<file path="config.mk">
export PLATFORM = sky130hd
export DESIGN_NAME = hazard_ctrl
export DESIGN_NICKNAME = d
export VERILOG_FILES = /design/src/rtl/hazard_pkg.sv /design/src/rtl/load_use_detect.sv /design/src/rtl/hazard_ctrl.sv
export SDC_FILE = /design/constraint.sdc
export NUM_CORES = 1
export LEC_CHECK = 0
export ABC_CLOCK_PERIOD_IN_PS = 1700
export BUFFER_PORTS_ARGS = -buffer_cell sky130_fd_sc_hd__buf_2
export CAP_MARGIN = 40
export CORE_AREA = 2 2 39 41
export CTS_CLUSTER_DIAMETER = 150
export DETAILED_ROUTE_END_ITERATION = 12
export DIE_AREA = 0 0 41 43
export GPL_TIMING_DRIVEN = 0
export PLACE_DENSITY = 0.7
export SKIP_CTS_REPAIR_TIMING = 1
export SYNTH_ARGS = -nofsm -noshare
export SYNTH_HDL_FRONTEND = slang
export SYNTH_SLANG_ARGS = --single-unit
export TNS_END_PERCENT = 30
</file>
<file path="constraint.sdc">
create_clock -name Clk -period 1.7 [get_ports Clk]
set_clock_uncertainty 0.05 [all_clocks]
set_input_delay 0.34 -clock Clk [delete_from_list [all_inputs] [get_ports Clk]]
set_output_delay 0.34 -clock Clk [all_outputs]
set_load 0.02 [all_outputs]
</file>
<file path="src/rtl/hazard_pkg.sv">
// hazard_pkg: shared FSM state type and default widths/latency for hazard_ctrl
package hazard_pkg;
  typedef enum logic {RUN, MUL_BUSY} state_t;
  localparam int RW_DEF      = 5;
  localparam int MUL_LAT_DEF = 4;
endpackage

</file>
<file path="src/rtl/load_use_detect.sv">
// load_use_detect: combinational load-use comparator; hazard_o when a load in EX writes a register the ID instruction reads (r0 never hazards)
module load_use_detect
  import hazard_pkg::*;
#(
  parameter int RW = RW_DEF
) (
  input  logic [RW-1:0] id_rs_i,
  input  logic [RW-1:0] id_rt_i,
  input  logic          id_uses_rt_i,
  input  logic          ex_mem_read_i,
  input  logic [RW-1:0] ex_rd_i,
  output logic          hazard_o
);
  assign hazard_o = ex_mem_read_i && (ex_rd_i != '0) &&
                    ((ex_rd_i == id_rs_i) || (id_uses_rt_i && (ex_rd_i == id_rt_i)));
endmodule

</file>
<file path="src/rtl/hazard_ctrl.sv">
// hazard_ctrl: pipeline stall/flush control for load-use, taken branches and MUL_LAT-cycle multiply freezes.
// Ports: Clk/Rst (sync, active high); ID_Rs/ID_Rt/ID_UsesRt, EX_MemRead/EX_Rd, EX_MulStart, EX_BranchTaken in;
// PC_En/IFID_En/IDEX_En enables, IFID_Rst/IDEX_Rst clears, Busy out; StallCount out when HAZARD_STATS_EN is defined.
module hazard_ctrl
  import hazard_pkg::*;
#(
  parameter int RW      = RW_DEF,
  parameter int MUL_LAT = MUL_LAT_DEF,
  parameter int CW      = 16
) (
  input  logic          Clk,
  input  logic          Rst,
  input  logic [RW-1:0] ID_Rs,
  input  logic [RW-1:0] ID_Rt,
  input  logic          ID_UsesRt,
  input  logic          EX_MemRead,
  input  logic [RW-1:0] EX_Rd,
  input  logic          EX_MulStart,
  input  logic          EX_BranchTaken,
  output logic          PC_En,
  output logic          IFID_En,
  output logic          IDEX_En,
  output logic          IFID_Rst,
  output logic          IDEX_Rst,
`ifdef HAZARD_STATS_EN
  output logic [CW-1:0] StallCount,
`endif
  output logic          Busy
);
  if (MUL_LAT < 2 || MUL_LAT > 15) begin : g_bad_lat
    $error("hazard_ctrl: MUL_LAT must be 2..15");
  end
  if (CW < 1) begin : g_bad_cw
    $error("hazard_ctrl: CW must be >= 1");
  end
  state_t     state_q;
  logic [3:0] cnt_q;
  logic       hazard, run, br, mul, lu;
  load_use_detect #(.RW(RW)) u_lud (
    .id_rs_i      (ID_Rs),
    .id_rt_i      (ID_Rt),
    .id_uses_rt_i (ID_UsesRt),
    .ex_mem_read_i(EX_MemRead),
    .ex_rd_i      (EX_Rd),
    .hazard_o     (hazard)
  );
  // branch > multiply > load-use, and nothing is honoured outside RUN
  assign run = (state_q == RUN);
  assign br  = run && EX_BranchTaken;
  assign mul = run && !EX_BranchTaken && EX_MulStart;
  assign lu  = run && !EX_BranchTaken && !EX_MulStart && hazard;
  assign PC_En    = !Rst && run && !mul && !lu;
  assign IFID_En  = !Rst && run && !mul && !lu;
  assign IDEX_En  = !Rst && run && !mul;
  assign IFID_Rst = Rst || br;
  assign IDEX_Rst = Rst || br || lu;
  assign Busy     = !Rst && !run;
  // freeze covers the start cycle plus MUL_LAT-1 busy cycles counted down to 1
  always_ff @(posedge Clk) begin
    if (Rst) begin
      state_q <= RUN;
      cnt_q   <= '0;
    end else if (run) begin
      if (mul) begin
        state_q <= MUL_BUSY;
        cnt_q   <= 4'(MUL_LAT - 1);
      end
    end else begin
      cnt_q <= cnt_q - 4'd1;
      if (cnt_q == 4'd1) state_q <= RUN;
    end
  end
`ifdef HAZARD_STATS_EN
  logic [CW-1:0] stall_d;
  assign stall_d = (!PC_En && StallCount != '1) ? StallCount + CW'(1) : StallCount;
  always_ff @(posedge Clk) begin
    if (Rst) StallCount <= '0;
    else     StallCount <= stall_d;
  end
`endif
endmodule

</file>
### Word level (Yosys, flattened, before mapping)

Cells that the tools add are included.

* bits in registers: 5
* bits of input ports: 21
* output and inout port bits: 6
* logic and storage cells: 34

* add/sub/neg operators: 1
* eq/ne operators: 3
* mux-type cells: 5
* bitwise gates (word level): 1
* reductions and logical operators: 22

Operators by type and width (count)
* 1-bit logical AND: 12
* 5-bit equality test: 2
* 4-bit 2-to-1 mux: 2
* 1-bit zero test: 5
* 5-bit nonzero test: 1
* 4-bit by 1-bit equality test with 1-bit output, second input constant: 1
* 4-bit by 1-bit subtractor with 4-bit output, second input constant: 1
* 1-bit logical OR: 3
* 1-bit 2-to-1 mux: 3
* 2-bit nonzero test: 1
* 1-bit inverter: 1

### Depth between registers and ports, before layout

Gate-level depths: netlist of the first run.

* depth after elaboration: 7
* gate-level depth with buffers: 6
* depth with buffers taken out: 5

### Modules after synthesis

Synthesis of the first run repeated with hierarchy kept, for this count alone.

* cells, all modules: 55
* area, all modules: 434.2 um^2

Modules (own cells, without submodules)
* hazard_ctrl: instances 1, cells each 38, area an instance 301.5 um^2, seq. area each 100.1 um^2
* load_use_detect: instances 1, cells each 17, area an instance 132.6 um^2, seq. area each 0.0 um^2

### Worst setup path after synthesis of the first run

OpenSTA, ideal clock, no wires.

* kind: in2out
* from: input Rst
* to: output PC_En
* arrival time: 1572 ps
* required time: 1310 ps
* path slack: -262 ps
* cell stages on the path: 4
* path buffers: 2
* path through: clkbuf_1 -> nor3_2 -> a21boi_1 -> buf_4

* cells in the longest elaborated chain, start to end: 4

Ends and longest elaborated chain
* from (decl): RTL line hazard_ctrl.sv:12 `input logic Rst,`
* 1-bit zero test
* 1-bit logical AND (2 in series)
* via IDEX_En: RTL line hazard_ctrl.sv:22 `output logic IDEX_En,`
* 1-bit logical AND: RTL line hazard_ctrl.sv:52 `assign PC_En = !Rst && run && !mul && !lu;`
* to (decl): RTL line hazard_ctrl.sv:20 `output logic PC_En,`

The timed path passes the listed nets, and every way through them passes these cells.

### Worst setup path after layout of the first run

* from: register state_q
* to: output PC_En

* cells in the longest elaborated chain, start to end: 6
* elaborated cells on any way between the ends: 10

Ends and longest elaborated chain
* from (decl): RTL line hazard_ctrl.sv:36 `state_t state_q;`
* from (signal assigned): RTL line hazard_ctrl.sv:61 `state_q <= RUN;`
* from (signal assigned): RTL line hazard_ctrl.sv:65 `state_q <= MUL_BUSY;`
* from (signal assigned): RTL line hazard_ctrl.sv:70 `if (cnt_q == 4'd1) state_q <= RUN;`
* 1-bit inverter (*): RTL line hazard_ctrl.sv:48 `assign run = (state_q == RUN);`
* 1-bit logical AND: RTL line hazard_ctrl.sv:50, hazard_ctrl.sv:51
* 1-bit logical AND (on tied branches): RTL line hazard_ctrl.sv:50, hazard_ctrl.sv:51
* 1-bit zero test / 1-bit logical AND (equally long branches): RTL line hazard_ctrl.sv:52, hazard_ctrl.sv:51
* 1-bit logical AND / 1-bit zero test (equally long branches): RTL line hazard_ctrl.sv:52
* 1-bit logical AND (*): RTL line hazard_ctrl.sv:52

Every way passes the cells marked *; elsewhere a longest branch is shown, timed or not.

==> summary.md, run 1 <==
| Metric | Value |
|---|---|
| Run status | complete, but fails checks |
| Violated checks | negative setup slack |
| Total number of nets in the final design | 110 |
| Clock insertion delay at the later pin of the skew report | 0.24 ns |
| Maximum fanout along the worst path | 7 |
| DRC violation count after routing | 0 |
| Number of sinks handled by clock tree synthesis | 5 |
| Final setup margin | -0.0396 ns |
| Final count of pins violating max slew | 0 |
| EDFF count, synth | 0 |
| Data arrival time of the critical path | 1.35 ns |
| Final ANT Viol Nets | 0 |
| Worst EP required | 1.31 ns |
| Number of standard cells in the layout, taps in and fillers out | 102 |
| Final Routed Wirelength | 1060 um |
| First DRT Iteration DRCs | 3 |
| Initial cell density of the core | 33.3% |
| Final sum of negative setup slack | -0.0396 ns |
| Crit share post-route | 102% |
| CTS tree | yes |
| Clk buf depth | 2 |
| Total setup violations reported at the end of the flow | 1 |
| Grt total ovfl | 0 |
| Routability-driven placement congestion ratio | 0.692 |
| Portion of synthesized cell area occupied by the leading cell type | 21.7% |
| Syn Inst Count | 54 |
| Relative slew slack | 71.7% |
| DP Area | 623 um2 |
| Dominant register cell in the synthesized netlist | dfxtp_1 |
| Num CTS Buffers | 3 |
| Biggest area contributors in the synthesized netlist | dfxtp_1, xnor2_1, ha_1 |
| Final HPWL from detailed placement | 853 um |
| Slew of the pin with the lowest slew margin | 0.424 ns |
| Number of hold violations in the final report | 0 |
| Pleak | 0.298 nW |
| Overall via count from detail_route | 482 |
| Mean number of vias per cell | 4.73 |
| H-Tree Level Count | 1 |
| Die Ht | 43 um |
| Setup repair after global routing missed its margin | yes |
| Antenna diode instance count | 0 |
| Worst-case setup slack after placement | -0.0374 ns |
| Number of warnings reported in the yosys synthesis log | 0 |
| Clk slew on worst S/H paths | 0.04 ns |
| Post-synthesis net count | 77 |
| Horizontal die dimension | 41 um |
| Worst vdd rail ir drop | 0.000336 V |
| Post-route standard cell area excluding fillers | 694 um2 |
| Cell variety after synth | 26 |
| Portion of the post-synthesis area used by sequential elements | 21.7% |
| Worst hold path type | input port to register |
| Largest net degree at the start of global routing | 11 |
| Number of search-and-repair iterations in the first detailed-routing pass | 4 |
| Vias in the first global route | 424 |
| Cell accounting for the most synthesized area | dfxtp_1 |
| Boundary pin count | 27 |
| Power density relative to cell area | 634 nW/um2 |
| Mapped cell area | 460 um2 |
| Number of antenna violations at the first check in global routing | 0 |
| Avg WL per Cell | 10.4 um |
| Die Area | 1760 um2 |
| Startpoint types | register |
| Cells after DPL | 95 |
| Number of cells traversed by the worst register-to-register path | 6 |
| Number of register bits inferred by synthesis | 5 |
| Total of max-cap violations | 0 |
| Minimum clock period | 1.74 ns |
| Root Buffer Master | clkbuf_4 |
| Min-Delay Path Depth | 2 |
| Synth Area per Inst | 8.53 um2 |
| Type of destination of the critical path | output pin |
| Crit Path Category | register to output pin |
| Global-route wire length before repair | 1430 um |
| Floorplan Core Area | 1380 um2 |
| Standard-cell row count | 14 |
| Port Buf Inserts | 25 |
| Area growth from synthesis to layout | 50.8% |
| Max Clk Rate | 575 MHz |
| Total of fill cells in the finished design | 144 |
| Fraction of registers with async set/reset | 0% |
| Overall global routing resource usage | 12.1% |
| Layout cells sized above 1 | 47.7% |
-- flip-flops by register name, summed over array words and instances (netlist names) --
name     count
cnt_q        4
state_q      1
-- cell usage after synthesis, drive strengths merged (2+ instances only) --
| library cell | n |
|---|---|
| nor2 | 6 |
| nor3 | 5 |
| nand2 | 2 |
| nand3b | 2 |
| buf | 2 |
| a21o | 2 |
| inv | 3 |
| nor4b | 2 |
| a211oi | 2 |
| ha | 2 |
| dfxtp | 5 |
| a21oi | 3 |
| xnor2 | 10 |
-- placed cells by master, fill, tap and decap left out, drive strengths merged, types with 2 or more instances in the layout --
master and instances:
a211oi 2, a21o 2, a21oi 3, buf 30, clkbuf 5, dfxtp 5
ha 2, inv 3, nand2 2, nand3b 2, nor2 6, nor3 5
nor4b 2, xnor2 10
-- power breakdown --
group / switching, W / leakage [nW] / internal (W)
sequential: 0.0000118 / 0.0416 / 0.000128
combinational: 0.0000790 / 0.242 / 0.0000880
clock: 0.0000447 / 0.0150 / 0.0000885
-- path summary, 6_finish.rpt --
| kind | from | end | slack [ns] |
|---|---|---|---|
| max | state_q | PC_En | -0.04 |
| min | Rst | cnt_q[3] | 0.43 |
| max reg2reg | state_q | cnt_q[3] | 0.50 |
| min reg2reg | cnt_q[3] | cnt_q[3] | 0.49 |
-- stage by stage --
stage | utilization (%) | hold slack (ns) | power, W
after floorplan | - | 0.440 | 0.000242
after global placement | 45.0 | 0.469 | 0.000292
after detailed placement | 45.0 | 0.481 | 0.000294
after CTS | 46.9 | 0.412 | 0.000434
after global routing | 50.2 | 0.462 | 0.000473
final | 50.2 | 0.434 | 0.000440
-- kinds of logic (layout without fill, tap and decap cells) --
| family | Yosys count | after routing | synth area share, % |
|---|---|---|---|
| XOR/XNOR | 10 | 10 | 19.0 |
| flip-flops | 5 | 5 | 21.7 |
| buffers and inverters | 6 | 38 | 7.34 |
| multiplexers | 1 | 1 | 2.17 |
| adder cells (fa/ha/maj) | 2 | 2 | 5.43 |
| AO/OA/AOI/OAI | 10 | 10 | 16.0 |
| AND/OR/NAND/NOR | 20 | 20 | 28.3 |
-- critical path, stage by stage (launching register included) --
cell and delay (ns):
dfxtp_2 0.31, buf_6 0.13, nor2_4 0.08, nand3b_1 0.09
a21oi_2 0.19, a21boi_4 0.08, buf_6 0.12, buf_6 0.12
-- layer usage --
| metal | up-vias | track usage (%) | wire [um] |
|---|---|---|---|
| met5 | - | 0 | 0 |
| met4 | 0 | 10.0 | 5 |
| met3 | 2 | 2.09 | 129 |
| met2 | 22 | 21.9 | 541 |
| met1 | 208 | 10.0 | 380 |
| li1 | 250 | - | - |
-- final cells by class --
class	instances	area [um2]	area share (%)
multi-input combinational	43	349	50.3
timing repair buffer	28	160	23.1
sequential	5	101	14.6
clock buffer	4	26.3	3.78
buffer	3	26.3	3.78
tap	16	20.0	2.88
inverter	3	11.3	1.62
Note: power is estimated with default switching activity, not from simulation.
==> run 2: changes to the inputs <==
--- a/config.mk
+++ b/config.mk
@@ -5,15 +5,17 @@
 export SDC_FILE = /design/constraint.sdc
 export NUM_CORES = 1
 export LEC_CHECK = 0
+export ABC_AREA = 1
 export ABC_CLOCK_PERIOD_IN_PS = 1700
 export BUFFER_PORTS_ARGS = -buffer_cell sky130_fd_sc_hd__buf_2
 export CAP_MARGIN = 40
 export CORE_AREA = 2 2 39 41
+export CTS_BUF_LIST = sky130_fd_sc_hd__clkbuf_8
 export CTS_CLUSTER_DIAMETER = 150
 export DETAILED_ROUTE_END_ITERATION = 12
 export DIE_AREA = 0 0 41 43
 export GPL_TIMING_DRIVEN = 0
-export PLACE_DENSITY = 0.7
+export PLACE_DENSITY = 0.79
 export SKIP_CTS_REPAIR_TIMING = 1
 export SYNTH_ARGS = -nofsm -noshare
 export SYNTH_HDL_FRONTEND = slang
==> run 2 against run 1 <==
Against the previous run: the run still ends with negative setup slack left; critical endpoint unchanged; wire length up 9.7%; hold slack worse by 0.15 ns; worst setup slack better by 0.023 ns; largest cell class unchanged; largest power group is now clock; highest routed layer is now met3.
==> summary.md, run 2 <==
| Metric | Value |
|---|---|
| Clk slew on worst S/H paths | 0.04 ns |
| Root Buffer Master | clkbuf_8 |
| Post-route standard cell area excluding fillers | 812 um2 |
| Max Clk Rate | 582 MHz |
| Total number of nets in the final design | 154 |
| Number of antenna violations at the first check in global routing | 0 |
| Data arrival time of the critical path | 1.33 ns |
| Worst-case setup slack after placement | 0.0554 ns |
| Number of search-and-repair iterations in the first detailed-routing pass | 4 |
| Share of power burned in registers | 25.3% |
| Boundary pin count | 27 |
| Num CTS Buffers | 3 |
| Cell internal pwr | 0.000372 W |
| Worst reg2reg startpoint | cnt_q[0] |
| Number of standard cells in the layout, taps in and fillers out | 146 |
| DP Area | 721 um2 |
| Critical-path top delay cell | dfxtp_2 |
| Port Buf Inserts | 25 |
| Clock share of power | 39.1% |
| Area growth from synthesis to layout | 41.1% |
| Maximum fanout along the worst path | 5 |
| Syn Inst Count | 97 |
| Final ANT Viol Nets | 0 |
| Number of hold violations in the final report | 0 |
| Mean number of vias per cell | 4.35 |
| Number of flip-flops in the largest register | 4 |
| Slew of the pin with the lowest slew margin | 0.194 ns |
| Critical Path Start | state_q |
| Cell variety after synth | 18 |
| Sw power | 0.000170 W |
| Vias in the first global route | 533 |
| Crit share post-route | 101% |
| Power density relative to cell area | 667 nW/um2 |
| Portion of synthesized cell area occupied by the leading cell type | 21.5% |
| Run status | complete, but fails checks |
| Total of max-cap violations | 0 |
| Biggest area contributors in the synthesized netlist | nand2_1, dfxtp_1, inv_1 |
| Layout cells sized above 1 | 40.0% |
| Die Ht | 43 um |
| Worst vdd rail ir drop | 0.000621 V |
| Total of fill cells in the finished design | 140 |
| Most common library cell in the layout ignoring fill and taps | nand2_1 |
| Worst stage delay on the critical path | 0.31 ns |
| Startpoint types | register |
| Number of warnings reported in the yosys synthesis log | 0 |
| Avg WL per Cell | 7.95 um |
| Overall via count from detail_route | 635 |
| Cell with the most instances after synthesis | nand2_1 |
| CTS tree | yes |
| Die Area | 1760 um2 |
| Antenna diode instance count | 0 |
| Setup repair after global routing missed its margin | yes |
| Synth Area per Inst | 5.93 um2 |
| Combinational Power Share | 35.7% |
| Pleak | 0.475 nW |
| Fraction of registers with async set/reset | 0% |
| Final count of pins violating max slew | 0 |
| Register Area | 101 um2 |
| Post-synthesis net count | 120 |
| Routability-driven placement congestion ratio | 0.792 |
| Relative slew slack | 87.1% |
| Initial cell density of the core | 41.6% |
| Final Routed Wirelength | 1160 um |
| DRC violation count after routing | 0 |
| Standard-cell row count | 14 |
| Overall global routing resource usage | 15.5% |
| Register with the most flip-flops | cnt_q |
| Final setup margin | -0.0171 ns |
| Clk buf depth | 2 |
| Worst hold path type | input port to register |
| Cells after DPL | 138 |
| First DRT Iteration DRCs | 15 |
| Minimum clock period | 1.72 ns |
| Worst hold path startpoint | Rst |
| Total setup violations reported at the end of the flow | 1 |
| Cell accounting for the most synthesized area | nand2_1 |
| H-Tree Level Count | 1 |
| Dominant register cell in the synthesized netlist | dfxtp_1 |
| Number of sinks handled by clock tree synthesis | 5 |
| Most frequent cells in the layout | nand2_1, buf_2, inv_1 |
| Biggest regs | cnt_q: 4 flops, state_q: 1 flops |
| Switching fraction of total power | 31.3% |
| Worst EP required | 1.31 ns |
| Mapped cell area | 576 um2 |
| Final HPWL from detailed placement | 982 um |
| Floorplan Core Area | 1380 um2 |
| Violated checks | negative setup slack |
| Grt total ovfl | 0 |
| Type of destination of the critical path | output pin |
| Commonest cells in the synthesized netlist | nand2_1, inv_1, nor2_1, dfxtp_1 |
| Crit path cell chain | buf_6, nor2_4, nand2_4, nand2_8, nor2_4, inv_2, a21oi_2, buf_4, buf_6 |
| Number of register bits inferred by synthesis | 5 |
| Horizontal die dimension | 41 um |
| EDFF count, synth | 0 |
| Largest net degree at the start of global routing | 9 |
| Multi-input combinational cell area | 368 um2 |
| Clock insertion delay at the later pin of the skew report | 0.22 ns |
| Crit Path Category | register to output pin |
| Global-route wire length before repair | 1880 um |
| Portion of the post-synthesis area used by sequential elements | 17.4% |
==> run 2: cell types whose count changed in the layout (fill, tap and decap cells not counted), sizes merged, moves of 2 or more <==
cell / before / now
a21o: 2 / 0
nand3: 1 / 3
xnor2: 10 / 1
clkbuf: 5 / 3
a211oi: 2 / 4
nand3b: 2 / 0
buf: 30 / 32
inv: 3 / 24
nor2: 6 / 14
nor4b: 2 / 0
nand2: 2 / 35
nor3: 5 / 0
==> run 2: power groups by stage <==
stage	Sequential, W	Combinational (W)	Clock (W)
floorplan	0.000137	0.000121	0
global placement	0.000138	0.000170	0
detailed placement	0.000138	0.000176	0
CTS	0.000136	0.000176	0.000217
global route	0.000138	0.000217	0.000227
finish	0.000137	0.000193	0.000211
==> run 2: kinds of logic after synthesis <==
family                     Yosys count  share of synthesized area, %
buffers and inverters               26                          20.2
xor gates and xnor gates             1                          1.52
AOI/OAI and AO/OA                    9                          13.7
adders and majority gates            2                          4.35
DFF                                  5                          17.4
and+or+nand+nor                     54                          42.8
==> run 2: routing by layer <==
layer	global-route usage, %	vias up	wire length, um
li1	-	355	-
met1	16.7	261	526
met2	26.3	19	545
met3	6.28	0	88
met4	4.00	0	0
met5	0	-	0
==> run 2: layout make-up <==
cell class | instances | area share (%)
multi-input combinational | 66 | 45.3
timing repair buffer | 29 | 19.9
sequential | 5 | 12.5
inverter | 23 | 10.6
clock buffer | 3 | 5.08
buffer | 3 | 3.70
tap | 16 | 2.47
clock inverter | 1 | 0.462
==> run 2: worst paths after layout <==
kind                    to  slack (ns)  depth (start not counted)
setup reg to reg  cnt_q[2]        0.56                          5
hold / removal     state_q        0.28                          2
hold reg to reg   cnt_q[3]        0.45                          2
setup / recovery     PC_En       -0.02                          9
==> run 2: critical path: cells and delay by family, from the launching register on <==
family	cells	cell delay, ns
AO/OA/AOI/OAI	1	0.12
buffers and inverters	4	0.38
AND/OR/NAND/NOR	4	0.30
flip-flops	1	0.31
==> run 2: metrics by stage <==
| stage | power [W] | utilization (%) | TNS, ns | hold WS [ns] |
|---|---|---|---|---|
| 4_1_cts | 0.000530 | 55.3 | -0.136 | 0.286 |
| 3_3_place_gp | 0.000308 | 52.1 | 0 | 0.433 |
| 5_1_grt | 0.000582 | 58.7 | -0.158 | 0.290 |
| 2_1_floorplan | 0.000258 | - | 0 | 0.423 |
| 6_report | 0.000541 | 58.7 | -0.0171 | 0.282 |
| 3_5_place_dp | 0.000314 | 52.1 | 0 | 0.446 |
